$ cat src/rtl/perceptron_pkg.sv
// perceptron_pkg: shared defaults and state encoding for the operand packer.
package perceptron_pkg;
  localparam int TERMS_DEF = 12;
  localparam int WIDTH_DEF = 4;
  typedef enum logic {FILL = 1'b0, FULL = 1'b1} pk_state_e;
endpackage

$ cat src/rtl/op_packer_if.sv
// op_packer_if: term stream in, packed operand vector out; out_sum exists only with OP_PACKER_SUM_EN.
interface op_packer_if import perceptron_pkg::*; #(
  parameter int TERMS = TERMS_DEF,
  parameter int WIDTH = WIDTH_DEF
);
  logic                   in_valid;
  logic                   in_ready;
  logic [WIDTH-1:0]       in_data;
  logic                   in_mask;
  logic                   in_abort;
  logic                   out_valid;
  logic                   out_ready;
  logic [TERMS*WIDTH-1:0] out_op;
`ifdef OP_PACKER_SUM_EN
  logic [WIDTH+3:0]       out_sum;
  modport master (output in_valid, in_data, in_mask, in_abort, out_ready,
                  input  in_ready, out_valid, out_op, out_sum);
  modport slave  (input  in_valid, in_data, in_mask, in_abort, out_ready,
                  output in_ready, out_valid, out_op, out_sum);
`else
  modport master (output in_valid, in_data, in_mask, in_abort, out_ready,
                  input  in_ready, out_valid, out_op);
  modport slave  (input  in_valid, in_data, in_mask, in_abort, out_ready,
                  output in_ready, out_valid, out_op);
`endif
endinterface

$ cat src/rtl/op_packer.sv
// op_packer: gathers TERMS gated terms into one vector for the sum tree, with a one-deep output slot.
// OP_PACKER_SUM_EN adds a registered running sum of the gated terms (out_sum).
module op_packer import perceptron_pkg::*; #(
  parameter int TERMS = TERMS_DEF,
  parameter int WIDTH = WIDTH_DEF
) (
  input logic       clk,
  input logic       rst_n,
  op_packer_if.slave bus
);
  localparam int CW = (TERMS > 1) ? $clog2(TERMS) : 1;
  localparam int VW = TERMS * WIDTH;
  pk_state_e      state_q, state_d;
  logic [CW-1:0]  cnt_q, cnt_d;
  logic [VW-1:0]  buf_q, buf_d, op_q, op_d, fill_vec;
  logic           ov_q, ov_d;
  logic [WIDTH-1:0] term;
  logic           acc, last, slot_free, xfer;
`ifdef OP_PACKER_SUM_EN
  localparam int SW = WIDTH + 4;
  logic [SW-1:0]  sum_q, sum_d, osum_q, osum_d, fill_sum;
`endif
  always_comb begin
    term      = bus.in_mask ? bus.in_data : '0;
    acc       = bus.in_valid && (state_q == FILL);
    last      = acc && (cnt_q == CW'(TERMS - 1));
    slot_free = !ov_q || bus.out_ready;
    fill_vec  = buf_q;
    fill_vec[cnt_q*WIDTH +: WIDTH] = term;
    // abort wins over both a pending FULL transfer and the completing term
    xfer      = !bus.in_abort && slot_free && ((state_q == FULL) || last);
    op_d      = xfer ? ((state_q == FULL) ? buf_q : fill_vec) : op_q;
    ov_d      = xfer || (ov_q && !bus.out_ready);
    state_d   = state_q;
    cnt_d     = cnt_q;
    buf_d     = buf_q;
    if (bus.in_abort) begin
      state_d = FILL;
      cnt_d   = '0;
      buf_d   = '0;
    end else if (state_q == FULL) begin
      state_d = slot_free ? FILL : FULL;
    end else if (acc) begin
      buf_d   = fill_vec;
      cnt_d   = last ? '0 : cnt_q + CW'(1);
      state_d = (last && !slot_free) ? FULL : FILL;
    end
  end
`ifdef OP_PACKER_SUM_EN
  always_comb begin
    fill_sum = sum_q + SW'(term);
    osum_d   = xfer ? ((state_q == FULL) ? sum_q : fill_sum) : osum_q;
    sum_d    = sum_q;
    if (bus.in_abort || xfer) sum_d = '0;
    else if (acc) sum_d = fill_sum;
  end
  always_ff @(posedge clk or negedge rst_n) begin
    if (!rst_n) begin
      sum_q  <= '0;
      osum_q <= '0;
    end else begin
      sum_q  <= sum_d;
      osum_q <= osum_d;
    end
  end
  assign bus.out_sum = osum_q;
`endif
  always_ff @(posedge clk or negedge rst_n) begin
    if (!rst_n) begin
      state_q <= FILL;
      cnt_q   <= '0;
      buf_q   <= '0;
      op_q    <= '0;
      ov_q    <= 1'b0;
    end else begin
      state_q <= state_d;
      cnt_q   <= cnt_d;
      buf_q   <= buf_d;
      op_q    <= op_d;
      ov_q    <= ov_d;
    end
  end
  assign bus.in_ready  = (state_q == FILL);
  assign bus.out_valid = ov_q;
  assign bus.out_op    = op_q;
endmodule

$ cat src/flat_wrapper.sv
// flat-port wrapper written by rule: the top's interface ports become plain ports
module op_packer_flat import perceptron_pkg::*;
#(
  parameter int TERMS = TERMS_DEF,
  parameter int WIDTH = WIDTH_DEF
)
  (clk, rst_n, bus_in_valid, bus_in_data, bus_in_mask, bus_in_abort, bus_out_ready, bus_in_ready, bus_out_valid, bus_out_op);
  op_packer_if #(.TERMS(TERMS), .WIDTH(WIDTH)) bus_i ();
  input logic clk;
  input logic rst_n;
  input wire logic [$bits(bus_i.in_valid)-1:0] bus_in_valid;
  input wire logic [$bits(bus_i.in_data)-1:0] bus_in_data;
  input wire logic [$bits(bus_i.in_mask)-1:0] bus_in_mask;
  input wire logic [$bits(bus_i.in_abort)-1:0] bus_in_abort;
  input wire logic [$bits(bus_i.out_ready)-1:0] bus_out_ready;
  output wire logic [$bits(bus_i.in_ready)-1:0] bus_in_ready;
  output wire logic [$bits(bus_i.out_valid)-1:0] bus_out_valid;
  output wire logic [$bits(bus_i.out_op)-1:0] bus_out_op;
  assign bus_i.in_valid = bus_in_valid;
  assign bus_i.in_data = bus_in_data;
  assign bus_i.in_mask = bus_in_mask;
  assign bus_i.in_abort = bus_in_abort;
  assign bus_i.out_ready = bus_out_ready;
  assign bus_in_ready = bus_i.in_ready;
  assign bus_out_valid = bus_i.out_valid;
  assign bus_out_op = bus_i.out_op;
  op_packer #(.TERMS(TERMS), .WIDTH(WIDTH)) u_core (.clk(clk), .rst_n(rst_n), .bus(bus_i));
endmodule
$ cat config.mk
export PLATFORM = sky130hd
export DESIGN_NAME = op_packer_flat
export DESIGN_NICKNAME = d
export VERILOG_FILES = /design/src/rtl/perceptron_pkg.sv /design/src/rtl/op_packer_if.sv /design/src/rtl/op_packer.sv /design/src/flat_wrapper.sv
export SDC_FILE = /design/constraint.sdc
export NUM_CORES = 1
export LEC_CHECK = 0
export ABC_AREA = 1
export BUFFER_PORTS_ARGS = -buffer_cell sky130_fd_sc_hd__buf_2
export CORE_MARGIN = 3
export CORE_UTILIZATION = 63
export DETAILED_ROUTE_END_ITERATION = 16
export GPL_ROUTABILITY_DRIVEN = 0
export PLACE_DENSITY = 0.85
export SETUP_SLACK_MARGIN = 0.3
export SLEW_MARGIN = 20
export SYNTH_ARGS = -nofsm -noshare
export SYNTH_HDL_FRONTEND = slang
export SYNTH_SLANG_ARGS = --single-unit
$ cat constraint.sdc
create_clock -name clk -period 3.29 [get_ports clk]
set_clock_uncertainty 0.05 [all_clocks]
set_input_delay 0.658 -clock clk [delete_from_list [all_inputs] [get_ports clk]]
set_output_delay 0.658 -clock clk [all_outputs]
set_load 0.005 [all_outputs]
Word-level counts from Yosys, hierarchy flattened:

Index checks and enable logic that the tools add are counted.

* register bits after elaboration: 102
* bits of input ports: 10
* output and inout bits: 50
* logic and storage cells: 42

* add/subtract/negate cells: 2
* equality and inequality tests: 2
* shift-type cells: 2
* mux-type cells: 15
* bitwise operators: 1
* reductions and logical operators: 15

Operator list (number)
* $mux W48: 4
* $bwmux W48: 1
* $shift A4 B34 Y48 const A: 1
* $shiftx A4 B34 Y48: 1
* $neg A6 Y34: 1
* $mux W4: 5
* $logic_and A1 B1 Y1: 6
* $mux W1: 5
* $add A4 B1 Y4 const B: 1
* $eq A4 B4 Y1 const B: 1
* $logic_not A1 Y1: 4
* $logic_or A1 B1 Y1: 3
* $ne A2 B2 Y1 const B: 1
* $reduce_and A2 Y1: 1
* $reduce_bool A2 Y1: 1
* $not A1 Y1: 1

Longest topological paths before layout:

* word-level depth: 8
* mapped depth: 11
* gate-level depth less buffers: 11

Least setup slack after synthesis:

OpenSTA, ideal clock, no wires.

* kind: reg-to-reg
* from: reg u_core.cnt_q[2]
* to: reg u_core.op_q[44], in the netlist u_core.bus.out_op[44]
* setup time: 0.123 ns
* data arrival time: 1.775 ns
* data required time: 3.117 ns
* path slack: 1.342 ns
* cell stages (with the launch flop): 11
* path buffers: 2
* period minus slack after synthesis: 1.948 ns
* cell sequence: dfrtp_1 -> buf_4 -> nor3_1 -> ha_1 -> buf_2 -> inv_1 -> nand2_2 -> nand2_1 -> o21ai_1 -> o21ai_0 -> nand2_1

* word-level cells in the longest chain between the ends: 4
* elaborated cells between the ends (all ways): 9
* classes of those cells: 1 x add/sub; 1 x eq/ne; 2 x shift; 2 x mux; 3 x reduce/logical

Ends and longest elaborated chain
* start, declared: RTL line op_packer.sv:14 `logic [CW-1:0] cnt_q, cnt_d;`
* start signal, assigned: RTL line op_packer.sv:77 `cnt_q <= cnt_d;`
* $neg A6 Y34 / $eq A4 B4 Y1 (equally long branches): RTL line op_packer.sv:29, op_packer.sv:26
* $shiftx A4 B34 Y48, or another cell as far along: RTL line op_packer.sv:29 `fill_vec[cnt_q*WIDTH +: WIDTH] = term;`
* $bwmux W48 / $logic_or A1 B1 Y1 (equally long branches): RTL line op_packer.sv:29, op_packer.sv:31
* $mux W48 / $logic_and A1 B1 Y1 (equally long branches): RTL line op_packer.sv:32, op_packer.sv:31
* end signal, assigned: RTL line op_packer.sv:79 `op_q <= op_d;`
* end, declared: RTL line op_packer.sv:15 `logic [VW-1:0] buf_q, buf_d, op_q, op_d, fill_vec;`

Parallel ways exist; a longest one is shown, timed or not.
A chain may end at the register's enable or synchronous reset.

Worst setup path in the final report:

* from: reg u_core.state_q
* to: out bus_in_ready

* word-level cells in the longest chain between the ends: 1

Ends and longest elaborated chain
* start, declared: RTL line op_packer.sv:13 `pk_state_e state_q, state_d;`
* start signal, assigned: RTL line op_packer.sv:76 `state_q <= state_d;`
* $not A1 Y1: RTL line op_packer.sv:83 `assign bus.in_ready = (state_q == FILL);`
* end, declared: RTL line flat_wrapper.sv:16 `output wire logic [$bits(bus_i.in_ready)-1:0] bus_in_ready;`

No other way between the ends.

==> metrics.txt <==
status completed; VDD IR-drop max 0.217 mV; latest clock arrival within the worst-skew pair 0.37 ns; CTS sink cnt 102; type of the worst setup path reg2out; Main synth FF type dfrtp_1; max-cap violations 0; yosys warns 0; r2r startpoint u_core.cnt_q[2]; synthesized cell area 0.00544 mm2; Slew HR 54.7%; final layout net count 773; post-cts repair resize count 0; hold_ws 0.206 ns; Mapped Avg Cell Area 7.64 um2; number of storage elements in the synthesis netlist 102; Pwr per Cell Area 406 mW/mm2; Final ANT Viol Nets 0; n_diodes 0; Total Wirelength 13700 um; CP required 2.58 ns; vias in the first global route 5000; fin area 0.00594 mm2; largest area contributor in the netlist dfrtp_1; Cell Count, Final, Fillers Out 867; vias per cell 5.86; CP Launch Point u_core.state_q; Achievable Freq 392 MHz; Post-synth top cells 186 x nand2_1, 102 x dfrtp_1, 76 x inv_1; clock slew at reported path FFs 0.10 ns; Port Buffers 59; antenna violations before repair 0; WL per Instance 15.8 um; sequential cell area fraction in the yosys report 46.9%; syn nets 728; CP max stage cell dfrtp_2; Synth cell types 33; layout cells sized above 1 14.8%; die width 98.9 um; count leader, synth nand2_1; Mapped Cells 712; # rows 33; final setup TNS 0 ns; cts hold-fix bufs 0; Total GRT Usage 29.6%; CTS H-tree depth 3; Worst Max-Slew Pin Slew 0.679 ns; total power 2.41 mW; ys async rst share 100%; final hold vios 0; Setup Slack @ Placement 0.993 ns; period utilization 77.5%; Max Slew Vio Count 0; Die Height 98.9 um; I/O pin total 60; TritonCTS clock tree yes; post-route DRC violation count 0; CTS Buffer Depth 2; Startpoint Class flip-flop; CP Data Arrival Time 1.84 ns; min cycle time layout 2.55 ns; Root Buffer clkbuf_8; Synth top area share 46.9%; initial cell density of the core 65.6%; area grow syn2layout 9.11%; Crit path largest cell delay 0.75 ns; DP Cell Count 851; RSZ-0062 raised after global routing false; DP HPWL 9370 um; Hold Path Class in2async; fin util 71.5%; LEAKAGE 3.11 nW; crit end category output port; critical-path cell list inv_2, buf_4, buf_2; final setup fails 0; largest net degree at the start of global routing 63; Core ar. 0.00830 mm2; Initial DRT Pass Iterations 6; die area 0.00979 mm2; DR vias 5083; worst-path maximum fanout 30; Post-synth EDFFs 0; CTS buffer count 9; Area after DPL 0.00576 mm2; first-pass GRT wire length 23400 um; synth top area cells dfrtp_1 47%, nand2_1 13%, a21oi_1 6.2%, nand3_1 5.5%, o21ai_0 5.3%; DRT iter0 DRCs 501; PnR worst setup slack 0.742 ns; GRT overflow 0; Setup Fix Bufs, Post-CTS 0
## logic make-up (layout without fill, tap and decap cells)
| kind of cell | Yosys count | count (layout) | synth area share, % |
|---|---|---|---|
| AO/OA/AOI/OAI | 168 | 168 | 16.0 |
| XOR/XNOR | 3 | 3 | 0.621 |
| adder cells (fa/ha/maj) | 6 | 6 | 1.38 |
| buffers and inverters | 112 | 162 | 8.76 |
| flip-flops | 102 | 102 | 46.9 |
| AND/OR/NAND/NOR | 321 | 321 | 26.4 |
## power by group
group | switching [mW] | leakage [nW] | internal (mW)
Combinational | 0.227 | 1.66 | 0.110
Clock | 0.446 | 0.0829 | 0.279
Sequential | 0.0363 | 1.37 | 1.31
Total | 0.710 | 3.11 | 1.70
## cell usage in the layout (no fill, tap or decap), drive strengths merged
master / n
ha: 6
nand4: 4
clkinvlp: 2
xor2: 2
nand3: 62
clkbuf: 10
dfrtp: 102
o22ai: 7
buf: 66
a22o: 1
clkinv: 4
o21ai: 88
nor3: 2
nand2: 200
o211ai: 5
nand3b: 3
a21oi: 67
nor2: 49
inv: 80
and3: 1
xnor2: 1
## path summary, 6_finish.rpt
kind                                         end  slack (ns)  depth (start not counted)
max                                 bus_in_ready        0.74                          3
min                        u_core.bus.out_op[10]        0.21                          1
max reg2reg                u_core.bus.out_op[45]        0.92                          8
min reg2reg                u_core.bus.out_op[34]        0.44                          2
max in group asynchronous  u_core.bus.out_op[22]        2.27                          2
min in group clk           u_core.bus.out_op[34]        0.44                          2
## area by class of cell
| type | count | area, um2 |
|---|---|---|
| Clock inverter | 6 | 46.3 |
| Multi-Input combinational cell | 498 | 2410 |
| Clock buffer | 10 | 128 |
| Sequential cell | 102 | 2550 |
| Inverter | 80 | 300 |
| Fill cell | 655 | 2360 |
| Tap cell | 105 | 131 |
| Timing Repair Buffer | 66 | 363 |
## sequential cells by signal (all words and copies together), names as in the netlist
name and flops:
u_core.state_q 1, u_core.buf_q 48, u_core.bus.out_valid 1, u_core.bus.out_op 48
u_core.cnt_q 4
## layer usage
layer  track usage [%]  vias to the layer above  routed length (um)
met3              4.32                       41                1220
li1                  -                     2396                   -
met1              40.8                     2371                5660
met5                 0                        -                   0
met4              11.2                        0                 380
met2              47.5                      275                6430
## critical path: cells and delay by family (launching register included)
family	cells	cell delay [ns]
DFF	1	0.75
buffers and inverters	3	0.71
(Power assumes the default switching activity.)
